[config.mk]
export PLATFORM = sky130hd
export DESIGN_NAME = cluster_periph_initiator
export DESIGN_NICKNAME = d
export VERILOG_FILES = /design/src/rtl/cluster_periph_initiator.sv
export SDC_FILE = /design/constraint.sdc
export NUM_CORES = 1
export LEC_CHECK = 0
export CAP_MARGIN = 10
export CORE_MARGIN = 10
export CORE_UTILIZATION = 51
export CTS_BUF_LIST = sky130_fd_sc_hd__clkbuf_8
export CTS_CLUSTER_DIAMETER = 40
export DETAILED_ROUTE_END_ITERATION = 12
export PLACE_DENSITY = 0.82
export SLEW_MARGIN = 40
export SYNTH_ARGS = -nofsm -noshare
export SYNTH_HDL_FRONTEND = slang
export SYNTH_SLANG_ARGS = --single-unit
[constraint.sdc]
create_clock -name clk_i -period 7.31 [get_ports clk_i]
set_input_delay 0.731 -clock clk_i [delete_from_list [all_inputs] [get_ports clk_i]]
set_output_delay 0.731 -clock clk_i [all_outputs]
set_load 0.005 [all_outputs]
[src/rtl/cluster_periph_initiator.sv]
// Initiator end of the cluster peripheral bus.
// A valid/ready command stream is issued as per_req/per_gnt transactions.
// The in-order bus responses come back on a valid/ready response stream.
// Optional feature macro: PERIPH_INIT_TIMEOUT_EN adds a response timeout that
// pushes a 32'hDEAD_BEEF error response for any transfer left unanswered.
module cluster_periph_initiator #(
  parameter int unsigned ID_WIDTH       = 5,
  parameter int unsigned ID_VALUE       = 0,
  parameter int unsigned MAX_OUTST      = 4
`ifdef PERIPH_INIT_TIMEOUT_EN
  ,
  parameter int unsigned TIMEOUT_CYCLES = 256
`endif
) (
  input  logic                clk_i,
  input  logic                rst_i,
  input  logic                cmd_valid_i,
  output logic                cmd_ready_o,
  input  logic [31:0]         cmd_addr_i,
  input  logic                cmd_wen_i,
  input  logic [31:0]         cmd_wdata_i,
  input  logic [3:0]          cmd_be_i,
  output logic                rsp_valid_o,
  input  logic                rsp_ready_i,
  output logic [31:0]         rsp_rdata_o,
  output logic                rsp_err_o,
  output logic                per_req_o,
  output logic [31:0]         per_add_o,
  output logic                per_wen_o,
  output logic [31:0]         per_wdata_o,
  output logic [3:0]          per_be_o,
  output logic [ID_WIDTH-1:0] per_id_o,
  input  logic                per_gnt_i,
  input  logic                per_r_valid_i,
  input  logic                per_r_opc_i,
  input  logic [ID_WIDTH-1:0] per_r_id_i,
  input  logic [31:0]         per_r_rdata_i,
  output logic                busy_o,
  output logic                spurious_o,
  output logic                timeout_o
);

  localparam int unsigned OccW = $clog2(MAX_OUTST + 1);
  localparam int unsigned PtrW = (MAX_OUTST > 1) ? $clog2(MAX_OUTST) : 1;
  localparam logic [ID_WIDTH-1:0] IdVal = ID_WIDTH'(ID_VALUE);
  localparam logic [OccW-1:0] OccMax = OccW'(MAX_OUTST);
  localparam logic [PtrW-1:0] PtrLast = PtrW'(MAX_OUTST - 1);

  // Request stage
  logic        req_vld_q, req_vld_d;
  logic [31:0] req_add_q, req_add_d;
  logic        req_wen_q, req_wen_d;
  logic [31:0] req_wdata_q, req_wdata_d;
  logic [3:0]  req_be_q, req_be_d;

  // Credit and in-flight tracking
  logic [OccW-1:0] occ_q, occ_d;
  logic [OccW-1:0] infl_q, infl_d;

  // Response FIFO, entries are {rdata, err}
  logic [32:0]     fifo_q [MAX_OUTST];
  logic [PtrW-1:0] wr_ptr_q, wr_ptr_d;
  logic [PtrW-1:0] rd_ptr_q, rd_ptr_d;
  logic [OccW-1:0] cnt_q, cnt_d;

  logic        spur_q, spur_d;
  logic        accept, gnt_fire, rsp_hit, pop, push, tmo_hit;
  logic [32:0] push_data;

  // Handshake decode; the ready is held low while reset is asserted
  always_comb begin
    cmd_ready_o = !rst_i && (!req_vld_q || per_gnt_i) && (occ_q < OccMax);
    accept      = cmd_valid_i && cmd_ready_o;
    gnt_fire    = req_vld_q && per_gnt_i;
    rsp_hit     = per_r_valid_i && (infl_q != '0) && (per_r_id_i == IdVal);
    pop         = rsp_valid_o && rsp_ready_i;
    push        = rsp_hit || tmo_hit;
    push_data   = tmo_hit ? {32'hDEAD_BEEF, 1'b1} : {per_r_rdata_i, per_r_opc_i};
  end

`ifdef PERIPH_INIT_TIMEOUT_EN
  logic [15:0] tmo_q, tmo_d;
  logic        tmo_flag_q, tmo_flag_d;

  // Timeout counter runs only while something is outstanding and unanswered
  always_comb begin
    tmo_hit    = 1'b0;
    tmo_d      = tmo_q;
    tmo_flag_d = tmo_flag_q;
    if ((infl_q == '0) || rsp_hit) begin
      tmo_d = '0;
    end else if (tmo_q == 16'(TIMEOUT_CYCLES - 1)) begin
      tmo_hit    = 1'b1;
      tmo_d      = '0;
      tmo_flag_d = 1'b1;
    end else begin
      tmo_d = tmo_q + 16'd1;
    end
  end

  // Timeout state registers
  always_ff @(posedge clk_i or posedge rst_i) begin
    if (rst_i) begin
      tmo_q      <= '0;
      tmo_flag_q <= 1'b0;
    end else begin
      tmo_q      <= tmo_d;
      tmo_flag_q <= tmo_flag_d;
    end
  end

  assign timeout_o = tmo_flag_q;
`else
  assign tmo_hit   = 1'b0;
  assign timeout_o = 1'b0;
`endif

  // Next-state for request stage, counters, FIFO pointers and sticky flag
  always_comb begin
    req_vld_d   = req_vld_q;
    req_add_d   = req_add_q;
    req_wen_d   = req_wen_q;
    req_wdata_d = req_wdata_q;
    req_be_d    = req_be_q;
    if (accept) begin
      req_vld_d   = 1'b1;
      req_add_d   = cmd_addr_i;
      req_wen_d   = cmd_wen_i;
      req_wdata_d = cmd_wdata_i;
      req_be_d    = cmd_be_i;
    end else if (gnt_fire) begin
      req_vld_d = 1'b0;
    end

    occ_d = occ_q;
    if (accept && !pop) begin
      occ_d = occ_q + OccW'(1);
    end else if (!accept && pop) begin
      occ_d = occ_q - OccW'(1);
    end

    infl_d = infl_q;
    if (gnt_fire && !push) begin
      infl_d = infl_q + OccW'(1);
    end else if (!gnt_fire && push) begin
      infl_d = infl_q - OccW'(1);
    end

    wr_ptr_d = wr_ptr_q;
    if (push) begin
      wr_ptr_d = (wr_ptr_q == PtrLast) ? '0 : wr_ptr_q + PtrW'(1);
    end
    rd_ptr_d = rd_ptr_q;
    if (pop) begin
      rd_ptr_d = (rd_ptr_q == PtrLast) ? '0 : rd_ptr_q + PtrW'(1);
    end

    cnt_d = cnt_q;
    if (push && !pop) begin
      cnt_d = cnt_q + OccW'(1);
    end else if (!push && pop) begin
      cnt_d = cnt_q - OccW'(1);
    end

    spur_d = spur_q || (per_r_valid_i && !rsp_hit);
  end

  // State registers
  always_ff @(posedge clk_i or posedge rst_i) begin
    if (rst_i) begin
      req_vld_q   <= 1'b0;
      req_add_q   <= '0;
      req_wen_q   <= 1'b0;
      req_wdata_q <= '0;
      req_be_q    <= '0;
      occ_q       <= '0;
      infl_q      <= '0;
      wr_ptr_q    <= '0;
      rd_ptr_q    <= '0;
      cnt_q       <= '0;
      spur_q      <= 1'b0;
    end else begin
      req_vld_q   <= req_vld_d;
      req_add_q   <= req_add_d;
      req_wen_q   <= req_wen_d;
      req_wdata_q <= req_wdata_d;
      req_be_q    <= req_be_d;
      occ_q       <= occ_d;
      infl_q      <= infl_d;
      wr_ptr_q    <= wr_ptr_d;
      rd_ptr_q    <= rd_ptr_d;
      cnt_q       <= cnt_d;
      spur_q      <= spur_d;
    end
  end

  // FIFO storage; credits guarantee a push never lands on a full FIFO
  always_ff @(posedge clk_i or posedge rst_i) begin
    if (rst_i) begin
      for (int i = 0; i < int'(MAX_OUTST); i++) begin
        fifo_q[i] <= '0;
      end
    end else if (push) begin
      fifo_q[wr_ptr_q] <= push_data;
    end
  end

  // Output mapping
  always_comb begin
    per_req_o   = req_vld_q;
    per_add_o   = req_add_q;
    per_wen_o   = req_wen_q;
    per_wdata_o = req_wdata_q;
    per_be_o    = req_be_q;
    per_id_o    = IdVal;
    rsp_valid_o = (cnt_q != '0);
    rsp_rdata_o = fifo_q[rd_ptr_q][32:1];
    rsp_err_o   = fifo_q[rd_ptr_q][0];
    busy_o      = (occ_q != '0);
    spurious_o  = spur_q;
  end

endmodule

# Word level (Yosys, flattened, before mapping)
# Index checks and enable logic that the tools add are counted.
totals:
  reg_bits: 216
  latch_bits: 0
  ramBits: 0
  mem_bits_ro: 0
  input_bits: 113
  memories: 0
op_classes:
  addsub: 8
  mul: 0
  div_mod_pow: 0
  order_cmp: 4
  eq_ne: 2
  shift: 0
  n_mux: 16
  bitwise_logic: 2
  n_reduce_logical: 31
ops:
  columns: ["cell", "n"]
  rows:
  - ["132-bit bitwise mux", 1]
  - ["33-bit 2-to-1 mux", 3]
  - ["33-bit binary-select mux with 2-bit select", 1]
  - ["33-bit demux with 2-bit select", 1]
  - ["3-bit 2-to-1 mux", 6]
  - ["1-bit logical AND", 15]
  - ["3-bit by 1-bit adder with 3-bit output (second input constant)", 3]
  - ["3-bit nonzero test", 3]
  - ["3-bit by 1-bit subtractor with 3-bit output (second input constant)", 3]
  - ["2-bit nonzero test", 4]
  - ["3-bit >= comparator (second input constant)", 2]
  - ["1-bit logical NOT", 6]
  - ["2-bit NOT with 3-bit output", 2]
  - ["5-bit logical NOT", 1]
  - ["2-bit by 1-bit adder with 2-bit output (second input constant)", 2]
  - ["2-bit == test (second input constant)", 2]
  - ["2-bit 2-to-1 mux", 2]
  - ["3-bit by 1-bit less-than comparator with 1-bit output (second input constant)", 1]
  - ["3-bit less-than comparator (second input constant)", 1]
  - ["1-bit logical OR", 2]
  - ["1-bit 2-to-1 mux", 2]

# Depth between registers and ports, before layout
logic_depth:
  word_depth: 9
  mapped_depth: 10
  ltp_nobuf: 9

# Worst setup path before layout
# OpenSTA, ideal clock, no wires.
synth_timing:
  path_kind: "input-to-reg"
  from: "input port per_r_id_i[4]"
  to: "register cnt_q[2]"
  arrival_time_ns: 2.385
  required_time_ns: 7.231
  slack_ns: 4.846
  stages: 9
  cell_sequence: "nor4_4 > nand3_1 > inv_1 > ha_1 > inv_1 > fa_1 > xor2_1 > nor2_1 > xor2_1"
synth_via:
  elab_chain_cells: 5
  word_cells_on_any_way: 7
  classes_between: "mux (1); reduce/logical (6)"
synth_rtl:
  columns: ["element", "line", "rtl"]
  rows:
  - ["start, declared", "36", "input logic [ID_WIDTH-1:0] per_r_id_i,"]
  - ["5-bit logical NOT (*)", "75", "rsp_hit = per_r_valid_i && (infl_q != '0) && (per_r_id_i == IdVal);"]
  - ["1-bit logical AND (*)", "75", null]
  - ["net push", "67", "logic accept, gnt_fire, rsp_hit, pop, push, tmo_hit;"]
  - ["1-bit logical NOT", "161", "end else if (!push && pop) begin"]
  - ["1-bit logical AND", "161", null]
  - ["2-bit nonzero test (no line)", null, null]
  - ["end signal, assigned", "192", "cnt_q <= cnt_d;"]
  - ["end, declared", "64", "logic [OccW-1:0] cnt_q, cnt_d;"]
# The timed path passes the listed nets; every way through them passes the cells marked *.
# A chain may end at the register's enable or synchronous reset.

# Final worst setup path
layout_timing:
  from: "register rd_ptr_q[0]"
  to: "output port rsp_rdata_o[18]"
layout_via:
  elab_chain_cells: 4
layout_rtl:
  columns: ["element", "line", "rtl"]
  rows:
  - ["start, declared", "63", "logic [PtrW-1:0] rd_ptr_q, rd_ptr_d;"]
  - ["start signal, assigned", "191", "rd_ptr_q <= rd_ptr_d;"]
  - ["2-bit NOT with 3-bit output (not written as such)", "217", "rsp_rdata_o = fifo_q[rd_ptr_q][32:1];"]
  - ["33-bit binary-select mux with 2-bit select", "217", null]
  - ["33-bit 2-to-1 mux (2 in series)", null, null]
  - ["end, declared", "25", "output logic [31:0] rsp_rdata_o,"]
# Every way passes these cells. The select of a mux whose other input is x is not followed.

==> out/qor.yml <==
io_pins: 226
clk_latency_ns: 0.51
place.port_buffers: 219
synthXorXnorAreaFrac_pct: 0.850
synth-simple-area-share_pct: 1.66
criticalPathCategory: "flip-flop to output pin"
htree_levels: 2
ir_drop_v: 0.000266
hold_viol: 0
leakagePower_nw: 5.61
rows: 49
grtUsageTotal_pct: 19.3
synth_top_family_by_area: "multiplexers"
drt_pass1_iterations: 4
clk_path_buf_depth: 3
cts.sinks: 216
vias_per_cell: 5.31
grt_pass1_wl_um: 36700
synth-seq-cells: 216
core_area_sq_um: 17900
vias: 5506
dp_hpwl_um: 16000
placed_area_sq_um: 11600
gp_congestion: 0.761
setup-tns-final_ns: 0
cts_tree: "done"
initial_core_util_pct: 51.8
crit_required_ns: 6.58
synth_mux_area_share_pct: 34.5
cp.arrival_ns: 2.71
syn-instance-count: 545
wl_per_cell_um: 22.4
crit_fanout: 25
cts_root_buffer: "clkbuf_8"
rsz0062_at_grt: "false"
finalClockSkew_ns: 0.0245
critPathLaunchType: "flip-flop"
worst_setup_path_end_kind: "output pin"
antenna_cells: 0
hold_class: "flip-flop to flip-flop"
synth_top_area_share_pct: 58.3
synth_compound_area_share_pct: 0.0810
layout_commonest_cell: "clkdlybuf4s50_1"
die_h_um: 155
avgSynthCellArea_sq_um: 17.0
overflow: 0
cts_resized: 0
die_area_sq_um: 24000
finalMaxSlewViolations: 0
layout_min_cycle_time_ns: 3.44
tightest_slew_ns: 0.776
yosysWarnings: 0
status: "complete, no violations"
ys_seq_area_share_pct: 58.3
grt_max_degree: 127
synth_top_area_cell: "dfrtp_1"
drcViolationCount: 0
cts_buffers: 38
maxCapViolCount: 0
synth_area_leaders: "dfrtp_1 (58%), mux2_2 (22%), mux4_2 (8.0%)"
min_period_over_period_pct: 47.0
drive_gt1_share_pct: 38.3
ant_nets: 0
routed_wl_um: 23200
fmax_mhz: 291
p_per_area_nw_per_um2: 339
fillCellCount: 1237
synth_adder_area_share_pct: 1.73
antenna_found_initial: 0
setup_viol: 0
post_cts_buffers: 0
slew_headroom_pct: 48.3
fin_area_sq_um: 12300
final_nets: 903
final_cell_mix: "clkdlybuf4s50_1 (219), dfrtp_1 (214), mux2_2 (178), clkbuf_8 (45), mux4_2 (33)"
clk_pin_slew_ns: 0.06
area_growth_pct: 33.2
die_x_um: 155
holdBufCountCts: 0
first_iter_violations: 186
syn_area_sq_um: 9270
synth.distinct_cells: 29
grt_pass1_vias: 6549
[stage by stage]
stage               instances  total power (W)  setup slack (ns)  hold WS [ns]  utilization (%)
floorplan                 550          0.00236             0.671         0.434                -
global placement          968          0.00310              4.22         0.447             64.7
detailed placement        968          0.00316              4.15         0.448             64.8
CTS                      1036          0.00427              3.76         0.461             68.9
global route             1036          0.00444              3.67         0.474             69.0
finish                   1036          0.00419              3.87         0.458             69.0
[state kept, by name (all words and copies together), names as in the netlist]
register     count
per_wdata_o     32
rd_ptr_q         2
spurious_o       1
per_add_o       32
fifo_q         132
occ_q            3
infl_q           3
cnt_q            3
per_req_o        1
per_wen_o        1
wr_ptr_q         2
per_be_o         4
[cells by family after synthesis]
| kind of cell | Yosys count |
|---|---|
| buffers and inverters | 44 |
| xor gates and xnor gates | 9 |
| adders and majority gates | 11 |
| AOI/OAI and AO/OA | 1 |
| other | 1 |
| and+or+nand+nor | 22 |
| muxes | 241 |
| DFF | 216 |
[report_power, final]
part	leakage [nW]	internal (W)	switching (W)	total, W
clock network	0.434	0.000586	0.000479	0.00107
registers	2.80	0.00153	0.000251	0.00178
logic	2.38	0.000896	0.000453	0.00135
[worst paths after layout]
check / from / end / slack (ns) / cells after the start
worst min-delay path: spurious_o / spurious_o / 0.46 / 1
min in group asynchronous: rst_i / infl_q[2] / 0.71 / 2
max in group asynchronous: rst_i / fifo_q[23] / 5.22 / 3
worst min register to register: spurious_o / spurious_o / 0.46 / 1
worst max register to register: infl_q[1] / infl_q[2] / 4.98 / 8
worst max-delay path: rd_ptr_q[0] / rsp_rdata_o[18] / 3.87 / 3
[layout make-up]
cell class	count	area [sq um]	area share, %
clock inverters	24	135	1.09
clock buffers	44	606	4.90
multi-input cells	290	3620	29.3
flip-flops and latches	216	5410	43.8
repair buffers	225	2250	18.2
inverters	8	42.5	0.345
well taps	229	287	2.32
[cells in the mapped netlist]
| cell | instances |
|---|---|
| nand4_2 | 3 |
| xor2_1 | 6 |
| a21o_1 | 1 |
| clkbuf_1 | 10 |
| fa_1 | 3 |
| conb_1 | 1 |
| and2_1 | 2 |
| inv_1 | 7 |
| and4_4 | 1 |
| mux2_2 | 178 |
| mux2_4 | 30 |
| buf_6 | 1 |
| ha_1 | 8 |
| buf_1 | 1 |
| nor2b_1 | 1 |
| xnor2_1 | 3 |
| dfrtp_1 | 216 |
| nand2b_1 | 1 |
| nand2_1 | 2 |
| nand3_1 | 2 |
| or3_1 | 3 |
| inv_2 | 1 |
| mux4_2 | 33 |
| clkbuf_2 | 1 |
| buf_12 | 3 |
| nor2_1 | 6 |
| buf_4 | 6 |
| buf_2 | 14 |
| nor4_4 | 1 |
[per-layer routing]
metal  track usage, %  vias up  part of all wire (%)
met2             32.1      202                    50
met3             10.7       30                    12
met1             20.7     2836                    37
met5            0.431        -                     0
li1                 -     2438                     -
met4             5.35        0                   1.6
[worst max-delay path: stages, from the launching register on]
cell and delay, ns:
dfrtp_2 0.58, buf_4 0.54, mux4_2 0.60, clkdlybuf4s50_1 0.47
Note: power is estimated with default switching activity, not from simulation.
